$ cat src/rtl/me1_redirect_ctrl_t.sv
// me1_redirect_ctrl_t: ME1 branch-redirect controller.
// Decodes BEQ/BNE resolution, requests a fetch redirect over valid/ready,
// squashes IF/ID/EX on the wrong path, then holds IF squashed for
// DRAIN_CYCLES cycles to cover fetch responses already in flight.
// Optional feature macro: ME1_REDIRECT_STATS_EN builds saturating
// resolved/taken counters; without it both statistics ports read 0.
module me1_redirect_ctrl_t #(
    parameter int ADDR_W       = 32,
    parameter int DRAIN_CYCLES = 2,
    parameter int CNT_W        = 16
) (
    input  logic              CLK,
    input  logic              RST,
    input  logic              me1_act,
    input  logic [2:0]        me1_branchop,
    input  logic              me1_zero,
    input  logic [ADDR_W-1:0] me1_target,
    output logic              redir_valid,
    output logic [ADDR_W-1:0] redir_pc,
    input  logic              redir_ready,
    output logic              flush_if,
    output logic              flush_id,
    output logic              flush_ex,
    output logic              busy,
    output logic [CNT_W-1:0]  stat_resolved,
    output logic [CNT_W-1:0]  stat_taken
);

    typedef enum logic [1:0] {
        IDLE  = 2'd0,
        REQ   = 2'd1,
        DRAIN = 2'd2
    } state_t;

    localparam logic [3:0] DRAIN_INIT = 4'(DRAIN_CYCLES);

    state_t            state;
    state_t            state_nxt;
    logic [3:0]        drain_cnt;
    logic [3:0]        drain_cnt_nxt;
    logic [ADDR_W-1:0] redir_pc_nxt;
    logic              is_branch;
    logic              taken;

    // Same encoding as the ME1 pcsrc decode: op 3 = BEQ, op 2 = BNE.
    assign is_branch = (me1_branchop == 3'd2) | (me1_branchop == 3'd3);
    assign taken     = me1_act & (((me1_branchop == 3'd3) & me1_zero) |
                                  ((me1_branchop == 3'd2) & ~me1_zero));

    // Next-state logic; ME1 inputs only matter in IDLE since anything
    // in ME1 during REQ/DRAIN is already wrong-path.
    always_comb begin
        state_nxt     = state;
        drain_cnt_nxt = drain_cnt;
        redir_pc_nxt  = redir_pc;
        case (state)
            IDLE: begin
                if (taken) begin
                    state_nxt     = REQ;
                    drain_cnt_nxt = DRAIN_INIT;
                    redir_pc_nxt  = me1_target;
                end
            end
            REQ: begin
                if (redir_valid & redir_ready) begin
                    state_nxt = (drain_cnt != 4'd0) ? DRAIN : IDLE;
                end
            end
            DRAIN: begin
                drain_cnt_nxt = drain_cnt - 4'd1;
                if (drain_cnt <= 4'd1) begin
                    state_nxt = IDLE;
                end
            end
            default: begin
                state_nxt = IDLE;
            end
        endcase
    end

    // State register plus registered (Moore) outputs derived from the next state.
    always_ff @(posedge CLK or negedge RST) begin
        if (!RST) begin
            state       <= IDLE;
            drain_cnt   <= 4'd0;
            redir_pc    <= '0;
            redir_valid <= 1'b0;
            flush_if    <= 1'b0;
            flush_id    <= 1'b0;
            flush_ex    <= 1'b0;
            busy        <= 1'b0;
        end else begin
            state       <= state_nxt;
            drain_cnt   <= drain_cnt_nxt;
            redir_pc    <= redir_pc_nxt;
            redir_valid <= (state_nxt == REQ);
            flush_if    <= (state_nxt != IDLE);
            flush_id    <= (state == IDLE) && (state_nxt == REQ);
            flush_ex    <= (state == IDLE) && (state_nxt == REQ);
            busy        <= (state_nxt != IDLE);
        end
    end

`ifdef ME1_REDIRECT_STATS_EN
    function automatic logic [CNT_W-1:0] sat_inc(input logic [CNT_W-1:0] v);
        return (&v) ? v : v + CNT_W'(1);
    endfunction

    // Saturating statistics: resolved branches seen in IDLE, accepted redirects.
    always_ff @(posedge CLK or negedge RST) begin
        if (!RST) begin
            stat_resolved <= '0;
            stat_taken    <= '0;
        end else begin
            if ((state == IDLE) && me1_act && is_branch) begin
                stat_resolved <= sat_inc(stat_resolved);
            end
            if ((state == IDLE) && (state_nxt == REQ)) begin
                stat_taken <= sat_inc(stat_taken);
            end
        end
    end
`else
    logic unused_is_branch;
    assign unused_is_branch = is_branch;
    assign stat_resolved    = '0;
    assign stat_taken       = '0;
`endif

endmodule

$ cat config.mk
export PLATFORM = sky130hd
export DESIGN_NAME = me1_redirect_ctrl_t
export DESIGN_NICKNAME = d
export VERILOG_FILES = /design/src/rtl/me1_redirect_ctrl_t.sv
export SDC_FILE = /design/constraint.sdc
export NUM_CORES = 1
export LEC_CHECK = 0
export ABC_CLOCK_PERIOD_IN_PS = 4700
export BUFFER_PORTS_ARGS = -buffer_cell sky130_fd_sc_hd__buf_2
export CELL_PAD_IN_SITES_DETAIL_PLACEMENT = 0
export CELL_PAD_IN_SITES_GLOBAL_PLACEMENT = 1
export CORE_MARGIN = 2
export CORE_UTILIZATION = 37
export CTS_CLUSTER_DIAMETER = 40
export CTS_CLUSTER_SIZE = 12
export DETAILED_ROUTE_END_ITERATION = 16
export GPL_ROUTABILITY_DRIVEN = 0
export HOLD_SLACK_MARGIN = 0.1
export MAX_ROUTING_LAYER = met4
export PLACE_DENSITY = 0.93
export SLEW_MARGIN = 20
export SYNTH_ARGS = -nofsm -noshare
export SYNTH_HDL_FRONTEND = slang
export SYNTH_SLANG_ARGS = --single-unit
export TNS_END_PERCENT = 1
$ cat constraint.sdc
create_clock -name CLK -period 4.7 [get_ports CLK]
set_input_delay 0 -clock CLK [delete_from_list [all_inputs] [get_ports CLK]]
set_output_delay 0 -clock CLK [all_outputs]
set_load 0.005 [all_outputs]
==> flow_summary.ini, run 1 <==
[sta]
rsz0062_at_grt = false
clock.fmax_ghz = 0.5485
finalCritPeriodShare_pct = 38.79
max_slew_margin_pct = 40.15
slew_violations = 0
setup_viol = 0
worstMarginPinSlew_ns = 0.8977
period_needed_ns = 1.823
finalClockSkew_ns = 0.004426
final_hold_viol_count = 0
setup_tns_ns = 0

[synthesis]
synth_seq_cells = 41
yosys-top-cells-area = dfrtp_1 49%, mux2_4 20%, buf_4 12%
synthFlopType = dfrtp_1
synth_async_sr_flop_share_pct = 100.0
synth_edf_count = 0
syn_area_um2 = 2083
synth_cell_type_count = 30
netlist_instances = 147
yosysTopAreaCell = dfrtp_1
ys_seq_area_share_pct = 49.25
avgSynthCellArea_um2 = 14.17
synth_top_area_share_pct = 49.25
yosysWarnings = 0

[power_and_ir_drop]
power_switching_share_pct = 29.01
pwr-share-comb_pct = 37.2
ir_drop_mv = 0.2097
power_density_nw_per_um2 = 514.9
p_seq_share_pct = 43.0
power_frac_clock_pct = 19.8
p_int_uw = 1036
p_leak_uw = 0.001450
switchingPower_uw = 423.5

[cells_and_area]
design_area_um2 = 2835
nNetsFinal = 303
syn2layout_area_growth_pct = 36.10
diodes = 0
drive_gt1_share_pct = 46.36

[floorplan]
initial_utilization_pct = 38.07
ios = 109
fp.dieW_um = 79.04
dieArea_um2 = 6247
rows = 27
die-height_um = 79.04
core_area_um2 = 5473

[clock_tree]
cts_setup_buffers = 0
cts_resized = 0
clockBufferDepth = 2
numCtsBuffers = 5
clkLatencyLatePin_ns = 0.28
cts-htree-levels = 2
clkSlewWorstSetupHoldPaths_ns = 0.08
cts_tree = built
root_buffer = clkbuf_8
cts_hold_buf = 36
clock-sinks = 41

[placement]
post_dp_cell_area_um2 = 2355
io_buffers = 76
dp_hpwl_um = 2832

[critical_path]
path_max_fanout = 34
cp_data_arrival_time_ns = 2.00
required_ns = 4.87
r2r_setup_slack_ns = 2.88
critical_path_class = flop to flop
start_kind = flop
crit_path_end_kind = flop

[route]
drc = 0
postRouteAntennaNets = 0
vias = 1415
detail_route.vias_per_cell = 4.249
avgRoutedWirePerCell_um = 13.04
drtPass1Iterations = 4
drt_iter0_drc = 28
wirelength_um = 4342

[global_routing]
antenna_found_initial = 0
grt_pass1_vias = 1451
grt_pass1_wl_um = 6651
grt_use_total_pct = 14.19
grt_overflow = 0
grt_start_max_net_pins = 42

[status]
status = completed

[hold_path]
hold_path_class = input port to flop

[job]
maxCapViolCount = 0
-- state kept, by name, summed over array words and instances (netlist names) --
signal       count
busy             1
drain_cnt        4
flush_ex         1
redir_pc        32
redir_valid      1
state            2
-- per-layer routing --
layer | vias up | GRT usage [%] | wire, µm
met2 | 71 | 24.15 | 2239
met4 | 0 | 5.517 | 63
met1 | 679 | 16.21 | 1758
met5 | - | - | 0
met3 | 6 | 3.409 | 281
li1 | 659 | - | -
-- power groups by stage --
| stage | registers [µW] | logic (µW) | clock network, µW |
|---|---|---|---|
| final | 628 | 543 | 289 |
| after global routing | 648 | 594 | 319 |
| after CTS | 624 | 543 | 299 |
| after detailed placement | 629 | 517 | 0 |
| after global placement | 617 | 505 | 0 |
| after floorplan | 630 | 315 | 0 |
-- layout make-up --
class                           instances  area, µm²
Fill cell                             489       2638
Sequential cell                        41       1026
Multi-Input combinational cell         97      844.6
Timing Repair Buffer                  112      740.7
Tap cell                               72      90.09
Clock buffer                            6      82.58
Clock inverter                          2      37.54
Inverter                                3      13.76
-- cells in the mapped netlist (2+ instances only) --
cell and count:
a32o_1 2, buf_12 3, buf_4 34, dfrtp_1 41
ha_1 3, inv_1 2, mux2_2 4, mux2_4 28
nand2_1 2, nand2b_1 2, nand3b_1 2, nor2_1 3
nor2b_1 3, xor2_1 2
-- cells by family after synthesis --
kind of cell	share of synthesized area, %
xor gates and xnor gates	1.261
other	0.1800
buffers and inverters	15.80
DFF	49.25
adders and majority gates	1.802
and+or+nand+nor	6.487
AOI/OAI and AO/OA	2.883
muxes	22.34
-- path summary, 6_finish.rpt --
check                                               from                       end  depth (start not counted)
max in group asynchronous                            RST  drain_cnt[2]$_DFFE_PN0P_                          2
worst min register to register  redir_pc[29]$_DFFE_PN0P_  redir_pc[29]$_DFFE_PN0P_                          1
worst max-delay path                  state[0]$_DFF_PN0_   redir_pc[1]$_DFFE_PN0P_                          4
worst min-delay path                     me1_branchop[0]  drain_cnt[0]$_DFFE_PN0P_                          4
min in group asynchronous                            RST   redir_pc[1]$_DFFE_PN0P_                          2
worst max register to register        state[0]$_DFF_PN0_   redir_pc[1]$_DFFE_PN0P_                          4
-- cell usage in the layout, fill, tap and decap left out, drive strengths merged, types with 2 or more instances in the layout --
cell type,synthesis,routed
nor2,3,3
ha,3,3
mux2,32,32
conb,1,32
dlygate4sd3,0,36
inv,3,3
dfrtp,41,41
or3b,2,2
nand2b,2,2
nor2b,3,3
a32o,2,2
buf,37,76
xor2,2,2
nand2,2,2
clkbuf,0,6
nand3b,2,2
-- worst max-delay path, stage by stage, from the launching register on --
cell	delay (ns)
dfrtp_1	0.44
nor3b_4	0.26
nand3_2	0.15
inv_4	0.44
mux2_2	0.40
-- metrics by stage --
stage | utilization, % | std cells | worst slack, ns | power, µW | hold WS, ns
final | 51.81 | 333 | 2.877 | 1460 | 0.1908
after global routing | 51.81 | 333 | 2.755 | 1561 | 0.2151
after CTS | 51.81 | 333 | 2.864 | 1466 | 0.1854
after detailed placement | 43.03 | 289 | 2.873 | 1146 | 0.1798
after global placement | 43.03 | 289 | 2.922 | 1121 | 0.1658
after floorplan | - | 178 | 3.226 | 944.7 | -0.2956
No activity file was read; power rests on OpenSTA's default activity.
==> inputs of run 2 (changes only) <==
--- a/config.mk
+++ b/config.mk
@@ -5,19 +5,20 @@
 export SDC_FILE = /design/constraint.sdc
 export NUM_CORES = 1
 export LEC_CHECK = 0
-export ABC_CLOCK_PERIOD_IN_PS = 4700
+export ABC_AREA = 1
+export ABC_CLOCK_PERIOD_IN_PS = 1800
 export BUFFER_PORTS_ARGS = -buffer_cell sky130_fd_sc_hd__buf_2
 export CELL_PAD_IN_SITES_DETAIL_PLACEMENT = 0
 export CELL_PAD_IN_SITES_GLOBAL_PLACEMENT = 1
 export CORE_MARGIN = 2
-export CORE_UTILIZATION = 37
+export CORE_UTILIZATION = 31
 export CTS_CLUSTER_DIAMETER = 40
 export CTS_CLUSTER_SIZE = 12
 export DETAILED_ROUTE_END_ITERATION = 16
 export GPL_ROUTABILITY_DRIVEN = 0
 export HOLD_SLACK_MARGIN = 0.1
 export MAX_ROUTING_LAYER = met4
-export PLACE_DENSITY = 0.93
+export PLACE_DENSITY = 0.88
 export SLEW_MARGIN = 20
 export SYNTH_ARGS = -nofsm -noshare
 export SYNTH_HDL_FRONTEND = slang
==> constraint.sdc (replaced) <==
create_clock -name CLK -period 1.8 [get_ports CLK]
set_input_delay 0 -clock CLK [delete_from_list [all_inputs] [get_ports CLK]]
set_output_delay 0 -clock CLK [all_outputs]
set_load 0.005 [all_outputs]
==> run 2 against run 1 <==
Net effect: first-iteration DRC count grew 110%; highest routed layer unchanged; setup slack worse by 2.5 ns; worst hold slack gained 0.099 ns; largest power group unchanged.
==> flow_summary.ini, run 2 <==
[clock_tree]
cts_setup_buffers = 0
clkSlewWorstSetupHoldPaths_ns = 0.08
clock-sinks = 41
root_buffer = clkbuf_8
numCtsBuffers = 5
cts_tree = built
clockBufferDepth = 2
clkLatencyLatePin_ns = 0.29
cts-htree-levels = 2

[route]
vias = 1670
avgRoutedWirePerCell_um = 10.88
drt_iter0_drc = 60
wirelength_um = 4438
drc = 0
postRouteAntennaNets = 0
detail_route.vias_per_cell = 4.093
drtPass1Iterations = 4

[cells_and_area]
final_common_cell = nand2_1
regMostFlops = redir_pc
final_cell_mix = 111 x nand2_1, 76 x buf_2, 41 x dfrtp_1
drive_gt1_share_pct = 26.73
nNetsFinal = 375
diodes = 0
reg_top3 = redir_pc (32), drain_cnt (4), state (2)
final_cells = 408
largest_reg_flops = 32
syn2layout_area_growth_pct = 38.00

[critical_path]
critical_path_class = flop to flop
cpPeakStageDelay_ns = 0.42
crit_path_end_kind = flop
worst_path_most_repeated_cell = nand2_1
start_kind = flop
cp_data_arrival_time_ns = 1.62
required_ns = 2.03
slowest_stage = inv_2
path_delay_family = buffers and inverters
worstPathCellList = inv_2 > nand2_1 > nor2_1 > nand2_2 > inv_2 > nand2_1 > nand2_1
path_max_fanout = 34
cp.buffers_inverters = 2

[global_routing]
grt_overflow = 0
grt_pass1_wl_um = 7189
grt_use_total_pct = 13.28
grt_pass1_vias = 1593
grt_start_max_net_pins = 42
antenna_found_initial = 0

[sta]
final_hold_viol_count = 0
postLayoutSetupSlackWorst_ns = 0.4100
slew_violations = 0
whs_ns = 0.2897
finalClockSkew_ns = 0.003771
clock.fmax_ghz = 0.7194
max_slew_margin_pct = 39.00
setup_tns_ns = 0
rsz0062_at_grt = false
finalCritPeriodShare_pct = 77.22
period_needed_ns = 1.390
setup_viol = 0
worstMarginPinSlew_ns = 0.9150

[synthesis]
synth_async_sr_flop_share_pct = 100.0
netlist_top_cells_count = 111 x nand2_1, 41 x dfrtp_1, 34 x buf_4
netlist_instances = 224
syn_area_um2 = 1939
synth_edf_count = 0
yosysTopAreaCell = dfrtp_1
synth_seq_cells = 41
synth_cell_type_count = 18
avgSynthCellArea_um2 = 8.658
synth_top_area_share_pct = 52.90
yosysWarnings = 0
synthFlopType = dfrtp_1
yosys-top-cells-area = dfrtp_1 53%, nand2_1 21%, buf_4 13%
yosysMostFrequentCell = nand2_1
ys_seq_area_share_pct = 52.90

[floorplan]
core_area_um2 = 5991
die-height_um = 83.10
initial_utilization_pct = 32.37
rows = 28
ios = 109
dieArea_um2 = 6905
fp.dieW_um = 83.10

[power_and_ir_drop]
p_leak_uw = 0.001569
ir_drop_mv = 0.6283
power_density_nw_per_um2 = 1280

[placement]
pre_cts_ws_ns = 0.4025
io_buffers = 76
dp.cells = 366
dp_hpwl_um = 2696

[job]
maxCapViolCount = 0

[status]
status = completed

[hold_path]
hold_path_class = input port to flop
==> run 2: cell types whose count changed after synthesis, moves of 3 or more <==
cell     before  now
nor2b_1       3    0
nand3_1       0    7
buf_6         0    5
mux2_4       28    0
buf_12        3    0
nand2_1       2  111
nor2_1        3    6
inv_2         0    3
mux2_2        4    0
==> run 2: kinds of logic after synthesis <==
group,count (synthesis),synth area share (%)
DFF,41,52.90
other,1,0.1934
AOI/OAI and AO/OA,2,0.6451
buffers and inverters,48,17.93
adders and majority gates,3,1.936
and+or+nand+nor,127,25.48
xor gates and xnor gates,2,0.9034
==> run 2: path summary, 6_finish.rpt <==
kind / to / startpoint / depth (start not counted) / slack, ns
setup / recovery: redir_pc[16]$_DFFE_PN0P_ / state[1]$_DFF_PN0_ / 7 / 0.41
hold / removal: flush_ex$_DFF_PN0_ / me1_zero / 4 / 0.29
setup reg to reg: redir_pc[16]$_DFFE_PN0P_ / state[1]$_DFF_PN0_ / 7 / 0.41
hold reg to reg: redir_pc[7]$_DFFE_PN0P_ / redir_pc[7]$_DFFE_PN0P_ / 2 / 0.48
max in group asynchronous: redir_pc[19]$_DFFE_PN0P_ / RST / 2 / 0.85
min in group asynchronous: redir_pc[29]$_DFFE_PN0P_ / RST / 2 / 0.37
==> run 2: where the power goes <==
group | total [µW] | switching (µW) | internal, µW
clock network | 774 | 323 | 451
registers | 1540 | 225 | 1320
logic | 1110 | 562 | 548
total | 3430 | 1110 | 2320
==> run 2: routing by layer <==
layer / global-route usage (%) / part of all wire (%) / vias to the layer above
li1: - / - / 825
met1: 13.91 / 39 / 774
met2: 24.41 / 54 / 66
met3: 3.082 / 5.1 / 5
met4: 4.471 / 1.2 / 0
met5: - / 0 / -
==> run 2: final cells by class <==
cell class | count | area, µm²
fill | 616 | 3314
clock buffer | 6 | 82.58
inverter | 7 | 26.28
tap | 75 | 93.84
clock inverter | 2 | 37.54
timing repair buffer | 111 | 728.2
multi-input combinational | 166 | 681.9
sequential | 41 | 1026
==> run 2: worst reg2reg max path, delay by kind of cell, from the launching register on <==
| kind | cells | cell delay (ns) |
|---|---|---|
| buffers and inverters | 2 | 0.48 |
| flip-flops | 1 | 0.41 |
| AND/OR/NAND/NOR | 5 | 0.45 |
==> run 2: what timing repair did <==
| action | 4_1_cts | 5_1_grt |
|---|---|---|
| hold endpoints to repair | 77 | 0 |
| resized for setup | 0 | 0 |
| hold buffers | 34 | 0 |
==> run 2: per-stage QoR <==
| stage | util, % | instance area, µm² | power [µW] |
|---|---|---|---|
| after floorplan | - | 2056 | 2165 |
| after global placement | 36.99 | 2216 | 2582 |
| after detailed placement | 36.99 | 2216 | 2617 |
| after CTS | 44.67 | 2676 | 3479 |
| after global routing | 44.67 | 2676 | 3696 |
| final | 44.67 | 2676 | 3426 |
